===== config.mk =====
export PLATFORM = sky130hd
export DESIGN_NAME = imm_pack_flat
export DESIGN_NICKNAME = d
export VERILOG_FILES = /design/src/rtl/imm_pack_if.sv /design/src/rtl/imm_pack.sv /design/src/flat_wrapper.sv
export SDC_FILE = /design/constraint.sdc
export NUM_CORES = 1
export LEC_CHECK = 0
export BUFFER_PORTS_ARGS = -buffer_cell sky130_fd_sc_hd__clkbuf_2
export CORE_ASPECT_RATIO = 1.5
export CORE_MARGIN = 10
export CORE_UTILIZATION = 51
export CTS_CLUSTER_DIAMETER = 50
export DETAILED_ROUTE_END_ITERATION = 12
export PLACE_DENSITY = 0.79
export SLEW_MARGIN = 10
export SYNTH_ARGS = -nofsm -noshare
export SYNTH_HDL_FRONTEND = slang
export SYNTH_SLANG_ARGS = --single-unit

===== constraint.sdc =====
create_clock -name clk -period 2.1 [get_ports clk]
set_clock_uncertainty 0.1 [all_clocks]
set_input_delay 0.315 -clock clk [delete_from_list [all_inputs] [get_ports clk]]
set_output_delay 0.315 -clock clk [all_outputs]
set_load 0.05 [all_outputs]

===== src/rtl/imm_pack_if.sv =====
// +--------------------------------------------------------------------------+
// | imm_pack_if : value-in / word-out handshake bundle for imm_pack           |
// | Rev 1.0                                                                  |
// +--------------------------------------------------------------------------+
`default_nettype none

interface imm_pack_if;
  logic        in_valid;
  logic        in_ready;
  logic [31:0] in_value;
  logic        out_valid;
  logic        out_ready;
  logic [1:0]  out_eop;
  logic [15:0] out_imm;
  logic        out_last;

  modport master (
    output in_valid, in_value, out_ready,
    input  in_ready, out_valid, out_eop, out_imm, out_last
  );

  modport slave (
    input  in_valid, in_value, out_ready,
    output in_ready, out_valid, out_eop, out_imm, out_last
  );
endinterface

`default_nettype wire


===== src/rtl/imm_pack.sv =====
// +--------------------------------------------------------------------------+
// | imm_pack : 32-bit constant -> shortest (EOp, imm16) word sequence        |
// | Optional macro IMM_PACK_SHIFT_FORM_EN enables the one-word EOp 11 form.  |
// | Rev 1.0                                                                  |
// +--------------------------------------------------------------------------+
`default_nettype none

module imm_pack #(
  parameter int CNT_W = 16
) (
  input  wire logic             clk,
  input  wire logic             reset_n,
  imm_pack_if.slave             bus,
  output      logic [CNT_W-1:0] pair_cnt
);

  localparam logic [1:0] IDLE  = 2'd0;
  localparam logic [1:0] EMIT1 = 2'd1;
  localparam logic [1:0] EMIT2 = 2'd2;

  localparam logic [1:0] EOP_SEXT  = 2'b00;
  localparam logic [1:0] EOP_ZEXT  = 2'b01;
  localparam logic [1:0] EOP_UPPER = 2'b10;
  localparam logic [1:0] EOP_SHIFT = 2'b11;

  logic [1:0]  state;
  logic [1:0]  eop_q;
  logic [15:0] imm_q;
  logic        last_q;
  logic [15:0] lo_hold;

  logic [1:0]  cls_eop;
  logic [15:0] cls_imm;
  logic        cls_last;
  logic        cls_pair;
  logic [31:0] v;

  assign v = bus.in_value;

  // First matching rule wins; the default is the lui+ori pair.
  always_comb begin
    cls_eop  = EOP_UPPER;
    cls_imm  = v[31:16];
    cls_last = 1'b0;
    cls_pair = 1'b1;
    if ((&v[31:15]) || !(|v[31:15])) begin
      cls_eop  = EOP_SEXT;
      cls_imm  = v[15:0];
      cls_last = 1'b1;
      cls_pair = 1'b0;
    end else if (v[31:16] == 16'h0000) begin
      cls_eop  = EOP_ZEXT;
      cls_imm  = v[15:0];
      cls_last = 1'b1;
      cls_pair = 1'b0;
    end else if (v[15:0] == 16'h0000) begin
      cls_eop  = EOP_UPPER;
      cls_imm  = v[31:16];
      cls_last = 1'b1;
      cls_pair = 1'b0;
    end
`ifdef IMM_PACK_SHIFT_FORM_EN
    else if ((v[1:0] == 2'b00) && ((&v[31:17]) || !(|v[31:17]))) begin
      cls_eop  = EOP_SHIFT;
      cls_imm  = v[17:2];
      cls_last = 1'b1;
      cls_pair = 1'b0;
    end
`endif
  end

  assign bus.in_ready  = (state == IDLE);
  assign bus.out_valid = (state != IDLE);
  assign bus.out_eop   = eop_q;
  assign bus.out_imm   = imm_q;
  assign bus.out_last  = last_q;

  always_ff @(posedge clk or negedge reset_n) begin
    if (!reset_n) begin
      state    <= IDLE;
      eop_q    <= 2'b00;
      imm_q    <= 16'h0000;
      last_q   <= 1'b0;
      lo_hold  <= 16'h0000;
      pair_cnt <= '0;
    end else begin
      case (state)
        IDLE: begin
          if (bus.in_valid) begin
            state   <= EMIT1;
            eop_q   <= cls_eop;
            imm_q   <= cls_imm;
            last_q  <= cls_last;
            lo_hold <= v[15:0];
            if (cls_pair && (pair_cnt != {CNT_W{1'b1}}))
              pair_cnt <= pair_cnt + 1'b1;
          end
        end
        EMIT1: begin
          if (bus.out_ready) begin
            if (last_q) begin
              state <= IDLE;
            end else begin
              state  <= EMIT2;
              eop_q  <= EOP_ZEXT;
              imm_q  <= lo_hold;
              last_q <= 1'b1;
            end
          end
        end
        EMIT2: begin
          if (bus.out_ready)
            state <= IDLE;
        end
        default: state <= IDLE;
      endcase
    end
  end

endmodule

`default_nettype wire


===== src/flat_wrapper.sv =====
// flat-port wrapper written by rule: the top's interface ports become plain ports
module imm_pack_flat 
#(
  parameter int CNT_W = 16
)
  (clk, reset_n, pair_cnt, bus_in_valid, bus_in_value, bus_out_ready, bus_in_ready, bus_out_valid, bus_out_eop, bus_out_imm, bus_out_last);
  imm_pack_if bus_i ();
  input  wire logic clk;
  input  wire logic reset_n;
  output      logic [CNT_W-1:0] pair_cnt;
  input wire logic [$bits(bus_i.in_valid)-1:0] bus_in_valid;
  input wire logic [$bits(bus_i.in_value)-1:0] bus_in_value;
  input wire logic [$bits(bus_i.out_ready)-1:0] bus_out_ready;
  output wire logic [$bits(bus_i.in_ready)-1:0] bus_in_ready;
  output wire logic [$bits(bus_i.out_valid)-1:0] bus_out_valid;
  output wire logic [$bits(bus_i.out_eop)-1:0] bus_out_eop;
  output wire logic [$bits(bus_i.out_imm)-1:0] bus_out_imm;
  output wire logic [$bits(bus_i.out_last)-1:0] bus_out_last;
  assign bus_i.in_valid = bus_in_valid;
  assign bus_i.in_value = bus_in_value;
  assign bus_i.out_ready = bus_out_ready;
  assign bus_in_ready = bus_i.in_ready;
  assign bus_out_valid = bus_i.out_valid;
  assign bus_out_eop = bus_i.out_eop;
  assign bus_out_imm = bus_i.out_imm;
  assign bus_out_last = bus_i.out_last;
  imm_pack #(.CNT_W(CNT_W)) u_core (.clk(clk), .reset_n(reset_n), .bus(bus_i), .pair_cnt(pair_cnt));
endmodule

Yosys cells after proc, flatten, opt, wreduce, memory -nomap -nowiden
Index checks and enable logic that the tools add are counted.
Cells by class
  add/subtract/negate cells: 1
  $mul: 0
  div/mod/pow operators: 0
  $lt $le $gt $ge: 0
  equality and inequality tests: 7
  shift-type cells: 0
  muxes and demuxes: 26
  bitwise gates (word level): 0
  reduce and logical (&&, ||, !) cells: 15
Operator list (count)
  2-to-1 mux 16 bit: 5
  logical NOT 16 bit: 2
  one-hot mux 16 bit (2 select lines): 1
  2-to-1 mux 2 bit: 9
  AND reduction 17 bit: 1
  OR reduction 17 bit: 1
  adder 16 x 1 -> 16 bit, second input constant: 1
  != test 16 bit, second input constant: 1
  AND reduction 3 bit: 3
  2-to-1 mux 1 bit: 8
  != test 2 bit, second input constant: 4
  one-hot mux 2 bit (3 select lines): 1
  one-hot mux 2 bit (2 select lines): 1
  AND reduction 4 bit: 1
  nonzero test 2 bit: 2
  == test 2 x 1 -> 1 bit, second input constant: 1
  == test 2 bit, second input constant: 1
  logical NOT 2 bit: 1
  one-hot mux 1 bit (2 select lines): 1
  AND reduction 2 bit: 1
  logical AND 1 bit: 1
  logical NOT 1 bit: 1
  logical OR 1 bit: 1
Word-level totals
  register bits after elaboration: 53
  bits in latches: 0
  memory bits (writable): 0
  ROM bits: 0
  bits of input ports: 36
  output and inout bits: 37
  word-level logic and storage cells: 55
  memories kept: 0

Longest topological paths before layout
  depth after elaboration: 6
  depth in mapped cells: 7
  mapped depth without buffers: 6

Worst setup path before layout
No wires, ideal clock.
  path type: flip-flop to flip-flop
  from: register u_core.state[1]
  to: register u_core.imm_q[13], in the netlist u_core.bus.out_imm[13]
  setup time: 94 ps
  arrival: 2247 ps
  data required time: 1906 ps
  slack: -341 ps
  cell stages (with the launch flop): 8
  period minus slack after synthesis: 2441 ps
  cell sequence: dfrtp_1 > nor2_1 > nand2_1 > buf_2 > o21ai_2 > clkbuf_1 > nor2_1 > a211oi_1
On the way
  cells in the longest elaborated chain, start to end: 3
RTL lines
  from (decl): RTL line imm_pack.sv:26  | logic [1:0] state;
  from (signal assigned): RTL line imm_pack.sv:80  | state <= IDLE;
  from (signal assigned): RTL line imm_pack.sv:90  | state <= EMIT1;
  from (signal assigned): RTL line imm_pack.sv:102  | state <= IDLE;
  logical NOT 2 bit (*)
  via bus_in_ready: RTL line flat_wrapper.sv:14  | output wire logic [$bits(bus_i.in_ready)-1:0] bus_in_ready;
  != test 2 bit (no line) / nonzero test 2 bit (equally long branches)
  AND reduction 4 bit (no line)
  to (signal assigned): RTL line imm_pack.sv:92  | imm_q <= cls_imm;
  to (signal assigned): RTL line imm_pack.sv:106  | imm_q <= lo_hold;
  to (decl): RTL line imm_pack.sv:28  | logic [15:0] imm_q;
Mark *: on every way through the listed nets, which the timed path passes. The rest lies on a longest branch.
A chain may end at the register's enable or synchronous reset.

Worst setup path after layout
  from: register u_core.pair_cnt[7]
  to: register u_core.pair_cnt[15]
On the way
  cells in the longest elaborated chain, start to end: 3
RTL lines
  from (decl): RTL line imm_pack.sv:14  | output logic [CNT_W-1:0] pair_cnt
  from (signal assigned): RTL line imm_pack.sv:96  | pair_cnt <= pair_cnt + 1'b1;
  branches (longest 3 deep; another with adder 16 x 1 -> 16 bit)
Several ways; the timed one is not identified.

==> results_dict.tcl <==
set metrics [dict create \
    rsz0062_at_grt "false" \
    hold_ws_ps 147.2 \
    die_w_um 77.50 \
    io_pins 73 \
    port_buffers 72 \
    synth_ff_type "dfrtp_1" \
    arrival_ps 2060 \
    grt_overflow_total 0 \
    tightest_slew_ps 709.0 \
    numCtsBuffers 5 \
    cts_tree "done" \
    ctsRootBufferMaster "clkbuf_8" \
    fp.coreArea_um2 4810 \
    hold_class "in -> reg" \
    hold_path_depth 2 \
    htree_levels 2 \
    rows 31 \
    num_antenna_cells 0 \
    crit_buf_inv 0 \
    critPathLaunchType "flip-flop" \
    p_sw_w 0.002280 \
    routed_wl_mm 6.466 \
    sw_frac_of_total_pct 48.09 \
    clk_path_buf_depth 2 \
    finalCriticalPeriod_ps 1970 \
    yosys_warnings 0 \
    power_frac_seq_pct 36.3 \
    die_area_um2 8233 \
    crit_cells 5 \
    first_pass_iters 4 \
    drt_iter0_markers 252 \
    ant_nets 0 \
    cp_slowest_stage_delay_ps 410 \
    combPwrFrac_pct 51.3 \
    hold_viol 0 \
    critPathRequiredTime_ps 2190 \
    critPathSlowestCell "dfrtp_2" \
    relSlewSlack_pct 52.73 \
    slew_viol_final 0 \
    drive_gt1_share_pct 37.62 \
    worst_slack_ps 130.4 \
    synth.cell_area_um2 2529 \
    final_cells 377 \
    drcViolationCount 0 \
    postSynthCellCount 233 \
    cts.sinks 53 \
    synthesis.nets 270 \
    viasPerCell 5.764 \
    power_density_nw_per_um2 1514 \
    final_nets 347 \
    finalSetupViolCount 0 \
    power.static_leakage_nw 1.411 \
    synth_seq_area_share_pct 52.45 \
    die_h_um 106.2 \
    synthArstFlopShare_pct 100.0 \
    max_cap_violations 0 \
    final_util_pct 65.11 \
    post-place-ws_ps -114.3 \
    antenna_found_initial 0 \
    crit_chain "and4_1 -> and3_1 -> nand4_1 -> or4_1 -> mux2_1" \
    clkTransAtPathRegs_ps 90 \
    ir_drop_mv 0.8204 \
    dpl.cell_count 366 \
    worstSetupPathType "reg -> reg" \
    grtUsageTotal_pct 16.00 \
    reg2reg_depth 5 \
    synth-edff-count 0 \
    area_delta_synth_final_pct 23.85 \
    wire_per_inst_um 17.15 \
    cellInternalPower_w 0.002462 \
    dpl.hpwl_mm 4.978 \
    crit_family "simple AND/OR/NAND/NOR gates" \
    placed_area_um2 3017 \
    avgSynthCellArea_um2 10.85 \
    first_global_vias 2285 \
    synth-seq-cells 53 \
    grt_pass1_wl_mm 10.91 \
    synthDistinctLibCells 32 \
    fin_crit_sh_pct 93.79 \
    vias 2173 \
    max_freq_mhz 507.7 \
    grt_max_degree 35 \
    gp_congestion 0.8585 \
    p_clk_share_pct 12.4 \
    postLayoutCellArea_um2 3132 \
    status "completed" \
    critPathCaptureType "flip-flop" \
    clock_latency_ps 300 \
    start_util_pct 52.58 \
    worstPathMaxFanout 6 \
]
[state kept, by name, indices dropped and copies added (netlist names)]
signal               flops
u_core.bus.out_last      1
u_core.bus.out_eop       2
u_core.lo_hold          16
u_core.bus.out_imm      16
u_core.pair_cnt         16
u_core.state             2
[placed cells by master, fill, tap and decap left out, types with 2 or more instances in the layout]
master    instances
a211oi_1         16
a21oi_1           3
a221oi_1         16
and2_1            2
and3_1            7
and4_1            3
buf_12            2
buf_4             9
clkbuf_1          2
clkbuf_2         72
clkbuf_8          6
dfrtp_1          46
dfrtp_2           7
inv_1             2
mux2_1            2
mux2_2           16
nand2_1           8
nand3_1          10
nand4_1           8
nor2_1           36
nor4_1            8
o21ai_0           2
xnor2_1          14
[logic make-up after synthesis]
| group | Yosys count | synth area share, % |
|---|---|---|
| AOI/OAI and AO/OA | 42 | 13.51 |
| xor gates and xnor gates | 14 | 4.849 |
| adders and majority gates | 1 | 0.4947 |
| buffers and inverters | 16 | 2.821 |
| DFF | 53 | 52.45 |
| muxes | 18 | 8.016 |
| and+or+nand+nor | 89 | 17.86 |
[repair_timing]
item / in CTS / in global routing
hold buffers: 1 / 0
setup buffers: 2 / 0
resized for setup: 0 / 0
endpoints found under the hold margin: 14 / 0
setup endpoints to repair: 1 / 0
[layout make-up]
cell class / count / area [µm²]
clock buffer: 8 / 90.09
fill: 401 / 1678
inverter: 2 / 7.507
multi-input combinational: 164 / 1139
sequential: 53 / 1335
tap: 66 / 82.58
timing repair buffer: 84 / 478.0
[power by group through the flow]
stage	combinational (W)	sequential, W	clock (W)
after floorplan	0.000996	0.00254	0
after global placement	0.00240	0.00172	0
after detailed placement	0.00243	0.00174	0
after CTS	0.00246	0.00172	0.000601
after global routing	0.00261	0.00178	0.000634
final	0.00243	0.00172	0.000588
[final timing paths]
check | startpoint | to | slack (ps)
worst max-delay path | u_core.pair_cnt[7] | u_core.pair_cnt[15] | 130
max in group asynchronous | reset_n | u_core.bus.out_imm[5] | 880
worst min register to register | u_core.pair_cnt[9] | u_core.pair_cnt[9] | 390
worst min-delay path | bus_out_ready | u_core.state[0] | 150
worst max register to register | u_core.pair_cnt[7] | u_core.pair_cnt[15] | 130
min in group asynchronous | reset_n | u_core.pair_cnt[5] | 350
[metrics by stage]
| step | power (W) | setup TNS, ps |
|---|---|---|
| floorplan | 0.003539 | 0 |
| finish | 0.004742 | 0 |
| detailed placement | 0.004169 | -114.3 |
| CTS | 0.004785 | 0 |
| global placement | 0.004115 | -85.52 |
| global route | 0.005018 | 0 |
[Yosys cell counts, drive strengths merged, types with 2 or more instances]
cell type / instances / area share [%]
nand3: 10 / 2.0
nand4: 8 / 2.0
nand2: 8 / 1.2
buf: 7 / 1.5
nor2: 37 / 5.5
xnor2: 14 / 4.8
nor4: 8 / 2.0
and3: 7 / 1.7
a211oi: 16 / 4.8
and4: 4 / 1.5
mux2: 18 / 8.0
o21ai: 3 / 0.74
and2: 2 / 0.49
clkbuf: 7 / 1.0
dfrtp: 53 / 52
inv: 2 / 0.30
a21oi: 3 / 0.59
a221oi: 16 / 5.5
[metal layers]
metal	vias up	GRT usage (%)	share of wire [%]
met5	-	0	0
met2	105	26.62	50
met1	1037	18.40	41
met4	0	6.675	2.2
li1	1018	-	-
met3	13	5.312	7.2
Power figures use the tool's default switching activity.
